File: src/rtl/wildcube_pkg.sv
// Shared constants, state encoding and speed decode for the horizontal-line
// motion controller and its line counter.
package wildcube_pkg;

  localparam logic [15:0] START_Y = 16'd324;
  localparam logic [15:0] TOP_Y   = 16'd630;
  localparam logic [15:0] BOT_Y   = 16'd18;
  localparam int          BURST   = 2;
  localparam int          BURST_W = 8;
  localparam int          DIV_W   = 3;

  typedef enum logic [1:0] {
    IDLE   = 2'd0,
    LOAD   = 2'd1,
    RUN_UP = 2'd2,
    RUN_DW = 2'd3
  } state_t;

  // Frames per move event: spd 0..3 -> 8, 4, 2, 1.
  function automatic logic [3:0] k_of(input logic [1:0] spd);
    return 4'd8 >> spd;
  endfunction

endpackage

File: src/rtl/hline_motion_ctrl_if.sv
// Link between the motion controller (master) and the line counter (slave):
// step enables, load strobe/value and the counter's limit flags.
interface hline_motion_ctrl_if;

  logic        UP;
  logic        DW;
  logic        LD;
  logic [15:0] D;
  logic        at_top;
  logic        at_bot;

  modport master (output UP, output DW, output LD, output D,
                  input at_top, input at_bot);
  modport slave  (input UP, input DW, input LD, input D,
                  output at_top, output at_bot);

endinterface

File: src/rtl/frame_prescaler.sv
// Counts frame pulses and emits a one-cycle tick on every K-th counted frame,
// with K chosen by spd at the moment of comparison.
module frame_prescaler
  import wildcube_pkg::*;
(
  input  logic       clk,
  input  logic       reset,
  input  logic       frame,
  input  logic [1:0] spd,
  input  logic       hold,
  input  logic       clr,
  output logic       tick
);

  logic [DIV_W-1:0] div_reg;
  logic [DIV_W-1:0] div_next;
  logic [3:0]       k_m1;

  assign k_m1 = k_of(spd) - 4'd1;

  // A count already past a newly selected smaller K fires on the next frame.
  always_comb begin
    tick     = 1'b0;
    div_next = div_reg;
    if (clr) begin
      div_next = '0;
    end else if (frame && !hold) begin
      if ({1'b0, div_reg} >= k_m1) begin
        tick     = 1'b1;
        div_next = '0;
      end else begin
        div_next = div_reg + DIV_W'(1);
      end
    end
  end

  always_ff @(posedge clk or posedge reset) begin
    if (reset) div_reg <= '0;
    else       div_reg <= div_next;
  end

endmodule

File: src/rtl/hline_motion_ctrl.sv
// Moves a horizontal line up and down between the counter limits, issuing
// bursts of one-pixel steps at a frame-divided rate.
module hline_motion_ctrl #(
  parameter logic [15:0] START_Y = wildcube_pkg::START_Y,
  parameter int          BURST   = wildcube_pkg::BURST
) (
  input  logic                 clk,
  input  logic                 reset,
  input  logic                 frame,
  input  logic                 start,
  input  logic                 freeze,
  input  logic [1:0]           spd,
  hline_motion_ctrl_if.master  lc,
  output logic                 dir,
  output logic                 moving
);

  import wildcube_pkg::*;

  state_t               state_reg;
  state_t               state_next;
  logic                 ld_reg;
  logic                 dir_reg;
  logic                 dir_next;
  logic [BURST_W-1:0]   burst_reg;
  logic [BURST_W-1:0]   burst_next;
  logic                 run;
  logic                 rev;
  logic                 step;
  logic                 tick;

  assign run  = (state_reg == RUN_UP) || (state_reg == RUN_DW);
  assign rev  = !start && !freeze &&
                (((state_reg == RUN_UP) && lc.at_top) ||
                 ((state_reg == RUN_DW) && lc.at_bot));
  assign step = lc.UP || lc.DW;

  // Start clears the divider, so a coincident frame pulse is discarded.
  frame_prescaler u_prescaler (
    .clk   (clk),
    .reset (reset),
    .frame (frame),
    .spd   (spd),
    .hold  (freeze || !run),
    .clr   (start || (state_reg == LOAD)),
    .tick  (tick)
  );

  always_ff @(posedge clk or posedge reset) begin
    if (reset) state_reg <= IDLE;
    else       state_reg <= state_next;
  end

  always_comb begin
    state_next = state_reg;
    if (start) begin
      state_next = LOAD;
    end else begin
      case (state_reg)
        IDLE:    state_next = IDLE;
        LOAD:    state_next = RUN_UP;
        RUN_UP:  if (rev) state_next = RUN_DW;
        RUN_DW:  if (rev) state_next = RUN_UP;
        default: state_next = IDLE;
      endcase
    end
  end

  always_comb begin
    lc.UP  = (state_reg == RUN_UP) && (burst_reg != '0) && !lc.at_top && !freeze;
    lc.DW  = (state_reg == RUN_DW) && (burst_reg != '0) && !lc.at_bot && !freeze;
    moving = run;
  end

  // A move event reloads the burst even if steps of the previous one remain.
  always_comb begin
    burst_next = burst_reg;
    dir_next   = dir_reg;
    if (start) begin
      burst_next = '0;
    end else if (state_reg == LOAD) begin
      burst_next = '0;
      dir_next   = 1'b1;
    end else if (rev) begin
      burst_next = '0;
      dir_next   = (state_reg == RUN_DW);
    end else if (tick) begin
      burst_next = BURST_W'(BURST);
    end else if (step) begin
      burst_next = burst_reg - BURST_W'(1);
    end
  end

  always_ff @(posedge clk or posedge reset) begin
    if (reset) begin
      ld_reg    <= 1'b0;
      dir_reg   <= 1'b1;
      burst_reg <= '0;
    end else begin
      ld_reg    <= (state_next == LOAD);
      dir_reg   <= dir_next;
      burst_reg <= burst_next;
    end
  end

  assign lc.LD = ld_reg;
  assign lc.D  = START_Y;
  assign dir   = dir_reg;

endmodule
File: src/flat_wrapper.sv
// flat-port wrapper written by rule: the top's interface ports become plain ports
module hline_motion_ctrl_flat import wildcube_pkg::*;
#(
  parameter logic [15:0] START_Y = wildcube_pkg::START_Y,
  parameter int          BURST   = wildcube_pkg::BURST
)
  (clk, reset, frame, start, freeze, spd, dir, moving, lc_UP, lc_DW, lc_LD, lc_D, lc_at_top, lc_at_bot);
  hline_motion_ctrl_if lc_i ();
  input  logic clk;
  input  logic reset;
  input  logic frame;
  input  logic start;
  input  logic freeze;
  input  logic [1:0] spd;
  output logic dir;
  output logic moving;
  output wire logic [$bits(lc_i.UP)-1:0] lc_UP;
  output wire logic [$bits(lc_i.DW)-1:0] lc_DW;
  output wire logic [$bits(lc_i.LD)-1:0] lc_LD;
  output wire logic [$bits(lc_i.D)-1:0] lc_D;
  input wire logic [$bits(lc_i.at_top)-1:0] lc_at_top;
  input wire logic [$bits(lc_i.at_bot)-1:0] lc_at_bot;
  assign lc_UP = lc_i.UP;
  assign lc_DW = lc_i.DW;
  assign lc_LD = lc_i.LD;
  assign lc_D = lc_i.D;
  assign lc_i.at_top = lc_at_top;
  assign lc_i.at_bot = lc_at_bot;
  hline_motion_ctrl #(.START_Y(START_Y), .BURST(BURST)) u_core (.clk(clk), .reset(reset), .frame(frame), .start(start), .freeze(freeze), .spd(spd), .lc(lc_i), .dir(dir), .moving(moving));
endmodule
File: config.mk
export PLATFORM = sky130hd
export DESIGN_NAME = hline_motion_ctrl_flat
export DESIGN_NICKNAME = d
export VERILOG_FILES = /design/src/rtl/wildcube_pkg.sv /design/src/rtl/hline_motion_ctrl_if.sv /design/src/rtl/frame_prescaler.sv /design/src/rtl/hline_motion_ctrl.sv /design/src/flat_wrapper.sv
export SDC_FILE = /design/constraint.sdc
export NUM_CORES = 1
export LEC_CHECK = 0
export BUFFER_PORTS_ARGS = -buffer_cell sky130_fd_sc_hd__buf_2
export CORE_MARGIN = 2
export CORE_UTILIZATION = 40
export CTS_CLUSTER_DIAMETER = 120
export DETAILED_ROUTE_END_ITERATION = 6
export PLACE_DENSITY = 0.72
export SLEW_MARGIN = 10
export SYNTH_ARGS = -nofsm -noshare
export SYNTH_HDL_FRONTEND = slang
export SYNTH_SLANG_ARGS = --single-unit
File: constraint.sdc
create_clock -name clk -period 3.2 [get_ports clk]
set_input_delay 0 -clock clk [delete_from_list [all_inputs] [get_ports clk]]
set_output_delay 0 -clock clk [all_outputs]
set_load 0.05 [all_outputs]
==> flow_summary_export.csv, run 1 <==
group,metric,value,unit
timing,finalHoldViolations,0,
timing,maxSlewHeadroom,61.20,%
synth,synth_compound_area_share,17.02,%
global_routing,grt_max_degree,16,
critical_path,critPathMaxStageDelay,0.45,ns
global_routing,overflow,0,
die,die_w,55.81,um
critical_path,worstPathCellList,"inv_1 -> ha_1 -> or3b_2 -> o211ai_2 -> mux2_2 -> a2111oi_1",
critical_path,startpoint_type,"register",
timing,finalCritPeriodShare,73.08,%
layout,multi_input_area,584.3,um2
placed_design,dp.cells,153,
timing,drv_slew,0,
timing,fmax,427.6,MHz
flow_run,max_cap_viol_count,0,
die,core,0.002500,mm2
timing,rsz0062_at_grt,"false",
drt,via_per_inst,5.138,
synth,yosys.area_share.simple,20.63,%
layout,syn2layout_area_growth,5.828,%
power,powerDensity,375.5,mW/mm2
synth,synth_top_family_by_area,"simple AND/OR/NAND/NOR gates",
timing,tightest_slew,0.5813,ns
global_routing,grt_pass1_vias,823,
die,row_count,18,
layout,largest_reg_flops,8,
die,die_h,55.81,um
synth,synth_top_area_share,32.63,%
clocking,cts_inserted_buffers,3,
timing,final-setup-viol-count,0,
critical_path,path_max_fanout,11,
timing,clock_skew,0.001554,ns
layout,n_fill_cell,246,
critical_path,end_kind,"register",
placed_design,hpwl,1.488,mm
clocking,post_cts_buffers,0,
layout,layout.nets,145,
global_routing,grt_pass1_wl,3.463,mm
clocking,cts_tree,"built",
synth,ys_async_sr_fraction,100.0,%
placed_design,port_buffers,13,
synth,yosysUniqueCellTypes,41,
clocking,clock-sinks,15,
synth,yosysTopAreaCell,"dfrtp_1",
global_routing,antenna_found_initial,0,
critical_path,path_class,"reg -> reg",
layout,instances_no_fill,159,
drt,wl_per_cell,12.08,um
die,start_util,42.94,%
placed_design,dp_worst_setup_slack,0.8626,ns
synth,yosys.area_share.xor_xnor,0.8159,%
critical_path,slowest_stage,"or3b_2",
timing,fin_setup_tns,0,ns
drt,drtAntennaViolNets,0,
power,p_leak,0.0005647,uW
synth,syn_inst,116,
die,ioPinCount,30,
drt,first_pass_iters,4,
layout,seq_area,376.6,um2
synth,mappedNetlistArea,0.001074,mm2
synth,yosys.area_share.adder,6.993,%
drt,drt_iter0_drc,11,
run_status,status,"complete, no violations",
layout,diodes,0,
die,die_area,0.003114,mm2
synth,synth_seq_cells,15,
critical_path,critPathTopFamily,"compound AO/OA/AOI/OAI gates",
synth,synthTopCellsByArea,"dfrtp_1, buf_4, ha_1",
critical_path,cp.arrival,2.50,ns
synth,synth.area.mux_share,3.380,%
drt,num_vias,817,
timing,setup_slack,0.8616,ns
synth,seq_area_frac_synth,35.08,%
hold_path,hold_path.class,"in -> reg",
layout,drive_gt1_share,19.38,%
placed_design,globalplace.congestion,0.8079,
drt,drc_errors,0,
layout,utilization,45.45,%
synth,syn_area_per_cell,9.255,um2
clocking,clkTransAtPathRegs,0.09,ns
clocking,root_buffer,"clkbuf_4",
clocking,cts.path.max_buffers,2,
critical_path,required,3.36,ns
global_routing,grt_util_all_layers,13.50,%
synth,synth_ff_type,"dfrtp_1",
synth,synth_warnings,0,
drt,totalWireLength,1.920,mm
timing,period_minus_slack,2.338,ns
clocking,htree_levels,1,
power,peakVddDrop,0.3888,mV
critical_path,crit_buf_inv,1,
synth,synth-edff-count,0,
clocking,clk_latency,0.28,ns
-- through the flow --
step	area [um2]	hold slack (ns)	total power (uW)
finish	1136	0.1078	426.6
global route	1136	0.1288	451.7
CTS	1136	0.1074	430.5
floorplan	1126	-0.09924	316.5
detailed placement	1090	0.1104	321.5
global placement	1090	0.08481	319.4
-- path summary, 6_finish.rpt --
check | start | to | slack (ns) | cells past startpoint
min in group asynchronous | reset | u_core.burst_reg[7] | 0.33 | 3
worst max register to register | u_core.burst_reg[0] | u_core.burst_reg[1] | 0.86 | 6
max in group asynchronous | reset | u_core.dir | 2.50 | 3
worst min-delay path | freeze | u_core.dir | 0.11 | 4
worst max-delay path | u_core.burst_reg[0] | u_core.burst_reg[1] | 0.86 | 6
worst min register to register | u_core.dir | u_core.dir | 0.54 | 2
-- layer usage --
metal  routed length, um  track usage, %  vias up
met1                 834           16.98      393
met4                   0           4.878        0
met2                1034           23.30       11
met3                  51           2.093        0
met5                   0               0        -
li1                    -               -      413
-- kinds of logic (layout without fill, tap and decap cells) --
| kind of cell | Yosys count | in the layout |
|---|---|---|
| other cells | 2 | 16 |
| fa+ha+maj | 6 | 6 |
| simple gates | 35 | 35 |
| xor+xnor | 1 | 1 |
| buf+inv | 27 | 26 |
| mux | 3 | 3 |
| flops | 15 | 15 |
| compound gates | 27 | 27 |
-- synth_stat cells (2+ instances only) --
| cell type | instances |
|---|---|
| and3_1 | 2 |
| buf_4 | 17 |
| nor2_1 | 5 |
| o21ai_0 | 6 |
| nand2_1 | 5 |
| o41ai_1 | 2 |
| ha_1 | 6 |
| clkbuf_1 | 3 |
| or3_1 | 5 |
| or2_2 | 2 |
| nand2b_1 | 2 |
| a21oi_1 | 9 |
| dfrtp_1 | 14 |
| conb_1 | 2 |
| or4_1 | 2 |
| inv_1 | 7 |
| nor2b_1 | 2 |
| mux2_2 | 2 |
-- layout by cell type (no fill, tap or decap), types with 3 or more instances in the layout --
master,count
nand2_1,5
clkbuf_4,3
inv_1,7
o21ai_0,6
a21oi_1,9
or3_1,5
buf_2,13
conb_1,16
dfrtp_1,14
nor2_1,5
ha_1,6
-- tightest hold or removal path: cells and delay by family --
kind | cells | cell delay (ns)
buffers and inverters | 1 | 0.11
AOI/OAI and AO/OA | 2 | 0.23
and+or+nand+nor | 1 | 0.05
-- report_power, final --
part           internal [uW]  switching, uW
Clock                   48.3           58.7
Combinational           23.4           89.3
Sequential               199           7.94
-- cell type report --
type,count,area share [%]
repair buffers,15,7.489
flip-flops and latches,15,33.15
well taps,30,3.304
inverters,7,2.313
clock buffers,4,2.313
multi-input cells,88,51.43
-- repair_timing --
| action | 4_1_cts | 5_1_grt |
|---|---|---|
| hold endpoints to repair | 17 | 0 |
| resized for setup | 0 | 0 |
| hold buffers | 2 | 0 |
Note: power is estimated with default switching activity, not from simulation.
==> inputs of run 2 (changes only) <==
--- a/config.mk
+++ b/config.mk
@@ -10,7 +10,7 @@
 export CORE_UTILIZATION = 40
 export CTS_CLUSTER_DIAMETER = 120
 export DETAILED_ROUTE_END_ITERATION = 6
-export PLACE_DENSITY = 0.72
+export PLACE_DENSITY = 0.74
 export SLEW_MARGIN = 10
 export SYNTH_ARGS = -nofsm -noshare
 export SYNTH_HDL_FRONTEND = slang
==> constraint.sdc (replaced) <==
create_clock -name clk -period 2 [get_ports clk]
set_input_delay 0 -clock clk [delete_from_list [all_inputs] [get_ports clk]]
set_output_delay 0 -clock clk [all_outputs]
set_load 0.05 [all_outputs]
==> flow_summary_export.csv, run 2 (synthesis gave the netlist of run 1 again) <==
group,metric,value,unit
layout,final_common_cell,"conb_1",
clocking,root_buffer,"clkbuf_4",
timing,fin_setup_tns,0,ns
critical_path,startpoint_type,"register",
die,die_area,0.003114,mm2
die,core,0.002500,mm2
global_routing,grt_pass1_vias,870,
drt,drt_iter0_drc,12,
timing,fmax,518.6,MHz
die,start_util,42.94,%
global_routing,grt_pass1_wl,3.781,mm
die,die_h,55.81,um
drt,first_pass_iters,6,
clocking,htree_levels,1,
run_status,status,"complete, no violations",
drt,totalWireLength,2.155,mm
power,powerDensity,561.5,mW/mm2
flow_run,max_cap_viol_count,0,
drt,via_per_inst,5.238,
timing,drv_slew,0,
clocking,clock-sinks,15,
global_routing,grt_max_degree,16,
clocking,cts_tree,"built",
clocking,cts.path.max_buffers,2,
layout,n_fill_cell,236,
global_routing,overflow,0,
power,peakVddDrop,0.5494,mV
layout,final_cell_mix,"conb_1, dfrtp_1, buf_2, buf_4, a21oi_1",
drt,drc_errors,0,
placed_design,globalplace.congestion,0.8377,
global_routing,antenna_found_initial,0,
timing,final-setup-viol-count,0,
clocking,clkTransAtPathRegs,0.10,ns
die,row_count,18,
critical_path,required,2.19,ns
power,p_leak,0.0006113,uW
timing,period_minus_slack,1.928,ns
placed_design,hpwl,1.572,mm
critical_path,path_class,"reg -> reg",
global_routing,grt_util_all_layers,15.00,%
critical_path,path_max_fanout,3,
critical_path,end_kind,"register",
layout,diodes,0,
clocking,cts_inserted_buffers,3,
die,die_w,55.81,um
layout,drive_gt1_share,28.26,%
power,power,703.3,uW
timing,finalHoldViolations,0,
layout,largest_reg_flops,8,
placed_design,port_buffers,13,
clocking,clk_latency,0.30,ns
drt,wl_per_cell,12.83,um
layout,syn2layout_area_growth,16.67,%
layout,layout.nets,154,
timing,tightest_slew,0.5897,ns
timing,maxSlewHeadroom,60.64,%
drt,num_vias,880,
hold_path,hold_path.class,"in -> reg",
timing,finalCritPeriodShare,96.42,%
timing,clock_skew,0.01395,ns
critical_path,cp.arrival,2.11,ns
drt,drtAntennaViolNets,0,
die,ioPinCount,30,
==> run 2: path summary, 6_finish.rpt <==
path | endpoint | start | cells past startpoint | slack (ns)
setup reg to reg | u_core.burst_reg[1] | u_core.burst_reg[4] | 4 | 0.07
max in group asynchronous | u_core.lc.LD | reset | 3 | 1.30
hold reg to reg | u_core.dir | u_core.state_reg[1] | 1 | 0.53
setup / recovery | u_core.burst_reg[1] | u_core.burst_reg[4] | 4 | 0.07
min in group asynchronous | u_core.burst_reg[3] | reset | 3 | 0.30
hold / removal | u_core.dir | freeze | 4 | 0.06
==> run 2: final cells by class <==
cell class	count	area, um2	area share (%)
Timing Repair Buffer	24	157.7	12.59
Clock inverter	1	7.507	0.5994
Clock buffer	3	22.52	1.798
Multi-Input combinational cell	88	624.3	49.85
Tap cell	30	37.54	2.997
Inverter	7	26.28	2.098
Sequential cell	15	376.6	30.07
==> run 2: metal layers <==
metal	vias to the layer above	global-route usage, %	part of all wire, %
met1	434	17.37	45
met2	13	26.02	51
met4	0	5.226	0.88
met3	4	4.651	3.1
met5	-	0	0
li1	429	-	-
==> run 2: critical path, cell delays in order (launching register included) <==
cell,delay (ns)
dfrtp_1,0.39
or4_4,0.58
o211ai_4,0.23
mux2_4,0.34
a2111oi_4,0.28
==> run 2: power breakdown <==
part           switching (uW)  total [uW]  internal (uW)
Clock                     107         183           76.2
Sequential               8.71         327            319
Combinational             152         193           40.5
==> run 2: stage by stage <==
step / setup slack (ns) / std cells / hold WS (ns) / utilization [%] / cell area, um2
6_report: 0.07169 / 168 / 0.06372 / 50.10 / 1252
5_1_grt: -0.001586 / 168 / 0.1119 / 50.10 / 1252
4_1_cts: 0.03545 / 166 / 0.05791 / 49.15 / 1229
3_5_place_dp: -0.08705 / 160 / 0.09809 / 45.90 / 1147
3_3_place_gp: 0.01324 / 160 / 0.08947 / 45.90 / 1147
2_1_floorplan: -0.0005438 / 130 / -0.09924 / - / 1131
==> run 2: repair_timing <==
| item | CTS | global route |
|---|---|---|
| setup buffers | 0 | 2 |
| hold endpoints to repair | 16 | 0 |
| hold buffers | 2 | 0 |
| pin swaps | 1 | 3 |
| resized for setup | 7 | 4 |
| setup endpoints to repair | 3 | 2 |
==> inputs of run 3 (changes only) <==
--- a/config.mk
+++ b/config.mk
@@ -7,10 +7,10 @@
 export LEC_CHECK = 0
 export BUFFER_PORTS_ARGS = -buffer_cell sky130_fd_sc_hd__buf_2
 export CORE_MARGIN = 2
-export CORE_UTILIZATION = 40
+export CORE_UTILIZATION = 51
 export CTS_CLUSTER_DIAMETER = 120
 export DETAILED_ROUTE_END_ITERATION = 6
-export PLACE_DENSITY = 0.74
+export PLACE_DENSITY = 0.86
 export SLEW_MARGIN = 10
 export SYNTH_ARGS = -nofsm -noshare
 export SYNTH_HDL_FRONTEND = slang
==> constraint.sdc (replaced) <==
create_clock -name clk -period 2.2 [get_ports clk]
set_input_delay 0 -clock clk [delete_from_list [all_inputs] [get_ports clk]]
set_output_delay 0 -clock clk [all_outputs]
set_load 0.05 [all_outputs]
==> flow_summary_export.csv, run 3 (synthesis gave the netlist of run 1 again) <==
group,metric,value,unit
hold_path,worstHoldStart,"freeze",
placed_design,hpwl,1.527,mm
critical_path,path_class,"reg -> out",
run_status,status,"complete, no violations",
layout,multi_input_area,589.3,um2
layout,largest_reg_flops,8,
global_routing,grt_max_degree,16,
clocking,cts_tree,"built",
critical_path,cp-startpoint,"u_core.burst_reg[0]",
timing,drv_slew,0,
clocking,root_buffer,"clkbuf_4",
critical_path,required,2.20,ns
layout,drive_gt1_share,22.14,%
drt,first_pass_iters,4,
clocking,htree_levels,1,
hold_path,whs_path_depth,4,
timing,finalHoldViolations,0,
die,core,0.001982,mm2
timing,clock_skew,0.01066,ns
timing,maxSlewHeadroom,59.09,%
layout,seq_area,376.6,um2
critical_path,endpoint,"lc_DW",
die,die_h,49.88,um
clocking,post_cts_buffers,0,
critical_path,path_max_fanout,4,
clocking,clock-sinks,15,
placed_design,globalplace.congestion,0.7997,
clocking,clkTransAtPathRegs,0.11,ns
timing,fin_setup_tns,0,ns
global_routing,antenna_found_initial,0,
critical_path,critPathMaxStageDelay,0.46,ns
timing,rsz0062_at_grt,"false",
critical_path,r2r.worst_path.cells,6,
critical_path,end_kind,"primary output",
drt,drt_iter0_drc,10,
layout,final_cell_mix,"conb_1, dfrtp_1, buf_2, a21oi_1, inv_1",
timing,fmax,480.8,MHz
drt,drc_errors,0,
critical_path,worstPathCellList,"inv_1 -> ha_1 -> or3b_2 -> or2_2 -> nand2_1 -> nor3b_1 -> buf_4",
drt,num_vias,833,
power,powerDensity,552.6,mW/mm2
critical_path,timing.rr.end,"u_core.burst_reg[1]",
clocking,cts.path.max_buffers,2,
global_routing,grt_pass1_vias,813,
layout,n_fill_cell,188,
power,peakVddDrop,0.3803,mV
timing,final-setup-viol-count,0,
drt,totalWireLength,2.090,mm
placed_design,placed_area,0.001101,mm2
drt,drtAntennaViolNets,0,
critical_path,slowest_stage,"or3b_2",
global_routing,overflow,0,
die,row_count,16,
power,power,641.6,uW
power,p_leak,0.0005729,uW
critical_path,r2r_setup_slack,0.14,ns
critical_path,cp.arrival,2.08,ns
critical_path,startpoint_type,"register",
flow_run,max_cap_viol_count,0,
die,die_area,0.002488,mm2
layout,layout.nets,147,
die,die_w,49.88,um
drt,wl_per_cell,13.23,um
layout,postLayoutCellArea,0.001161,mm2
critical_path,r2r_start,"u_core.burst_reg[0]",
drt,via_per_inst,5.272,
die,ioPinCount,30,
die,start_util,54.17,%
placed_design,port_buffers,13,
layout,diodes,0,
global_routing,grt_pass1_wl,3.594,mm
timing,finalCritPeriodShare,94.55,%
clocking,clk_latency,0.30,ns
clocking,cts_inserted_buffers,3,
timing,period_minus_slack,2.080,ns
timing,tightest_slew,0.6072,ns
layout,syn2layout_area_growth,8.158,%
layout,final_common_cell,"conb_1",
global_routing,grt_util_all_layers,19.37,%
hold_path,hold_path.class,"in -> reg",
==> run 3: worst min path at each step <==
stage                                to  slack, ns
global route        u_core.state_reg[0]       0.09
detailed placement  u_core.burst_reg[7]       0.09
CTS                          u_core.dir       0.06
floorplan           u_core.burst_reg[0]       -0.1
global placement    u_core.burst_reg[7]       0.08
finish                       u_core.dir       0.07
==> run 3: cell type report <==
class,instances,area share [%]
multi-input cells,88,50.75
flip-flops and latches,15,32.44
repair buffers,17,9.052
well taps,27,2.909
inverters,7,2.263
clock buffers,3,1.940
clock inverters,1,0.6466
==> run 3: layer usage <==
| layer | vias to the layer above | wire length (um) | GRT usage [%] |
|---|---|---|---|
| li1 | 412 | - | - |
| met1 | 387 | 929 | 24.38 |
| met2 | 26 | 1006 | 29.56 |
| met3 | 8 | 97 | 5.758 |
| met4 | 0 | 56 | 10.65 |
| met5 | - | 0 | 0 |
==> run 3: per-stage QoR <==
stage                     util, %  instances  hold WS [ns]  setup slack [ns]
after global placement      55.56        152       0.08428            0.1736
after floorplan                 -        130      -0.09924            0.1077
final                       58.59        158       0.07126            0.1199
after CTS                   58.08        158       0.05594            0.1062
after global routing        58.59        158       0.09343           0.01452
after detailed placement    55.56        152       0.08825            0.1217
==> run 3: repair_timing <==
item,4_1_cts,5_1_grt
resized for setup,0,5
hold buffers,2,0
hold endpoints to repair,17,0
setup endpoints to repair,0,3
==> run 3: power by group <==
group          internal [uW]  switching, uW
Clock                   69.3            103
Sequential               290           8.47
Combinational           35.7            136
==> run 3: worst max-delay path: cells and delay by family (launching register included) <==
family / cells / cell delay (ns)
fa+ha+maj: 1 / 0.14
buf+inv: 2 / 0.30
flops: 1 / 0.39
simple gates: 4 / 0.96
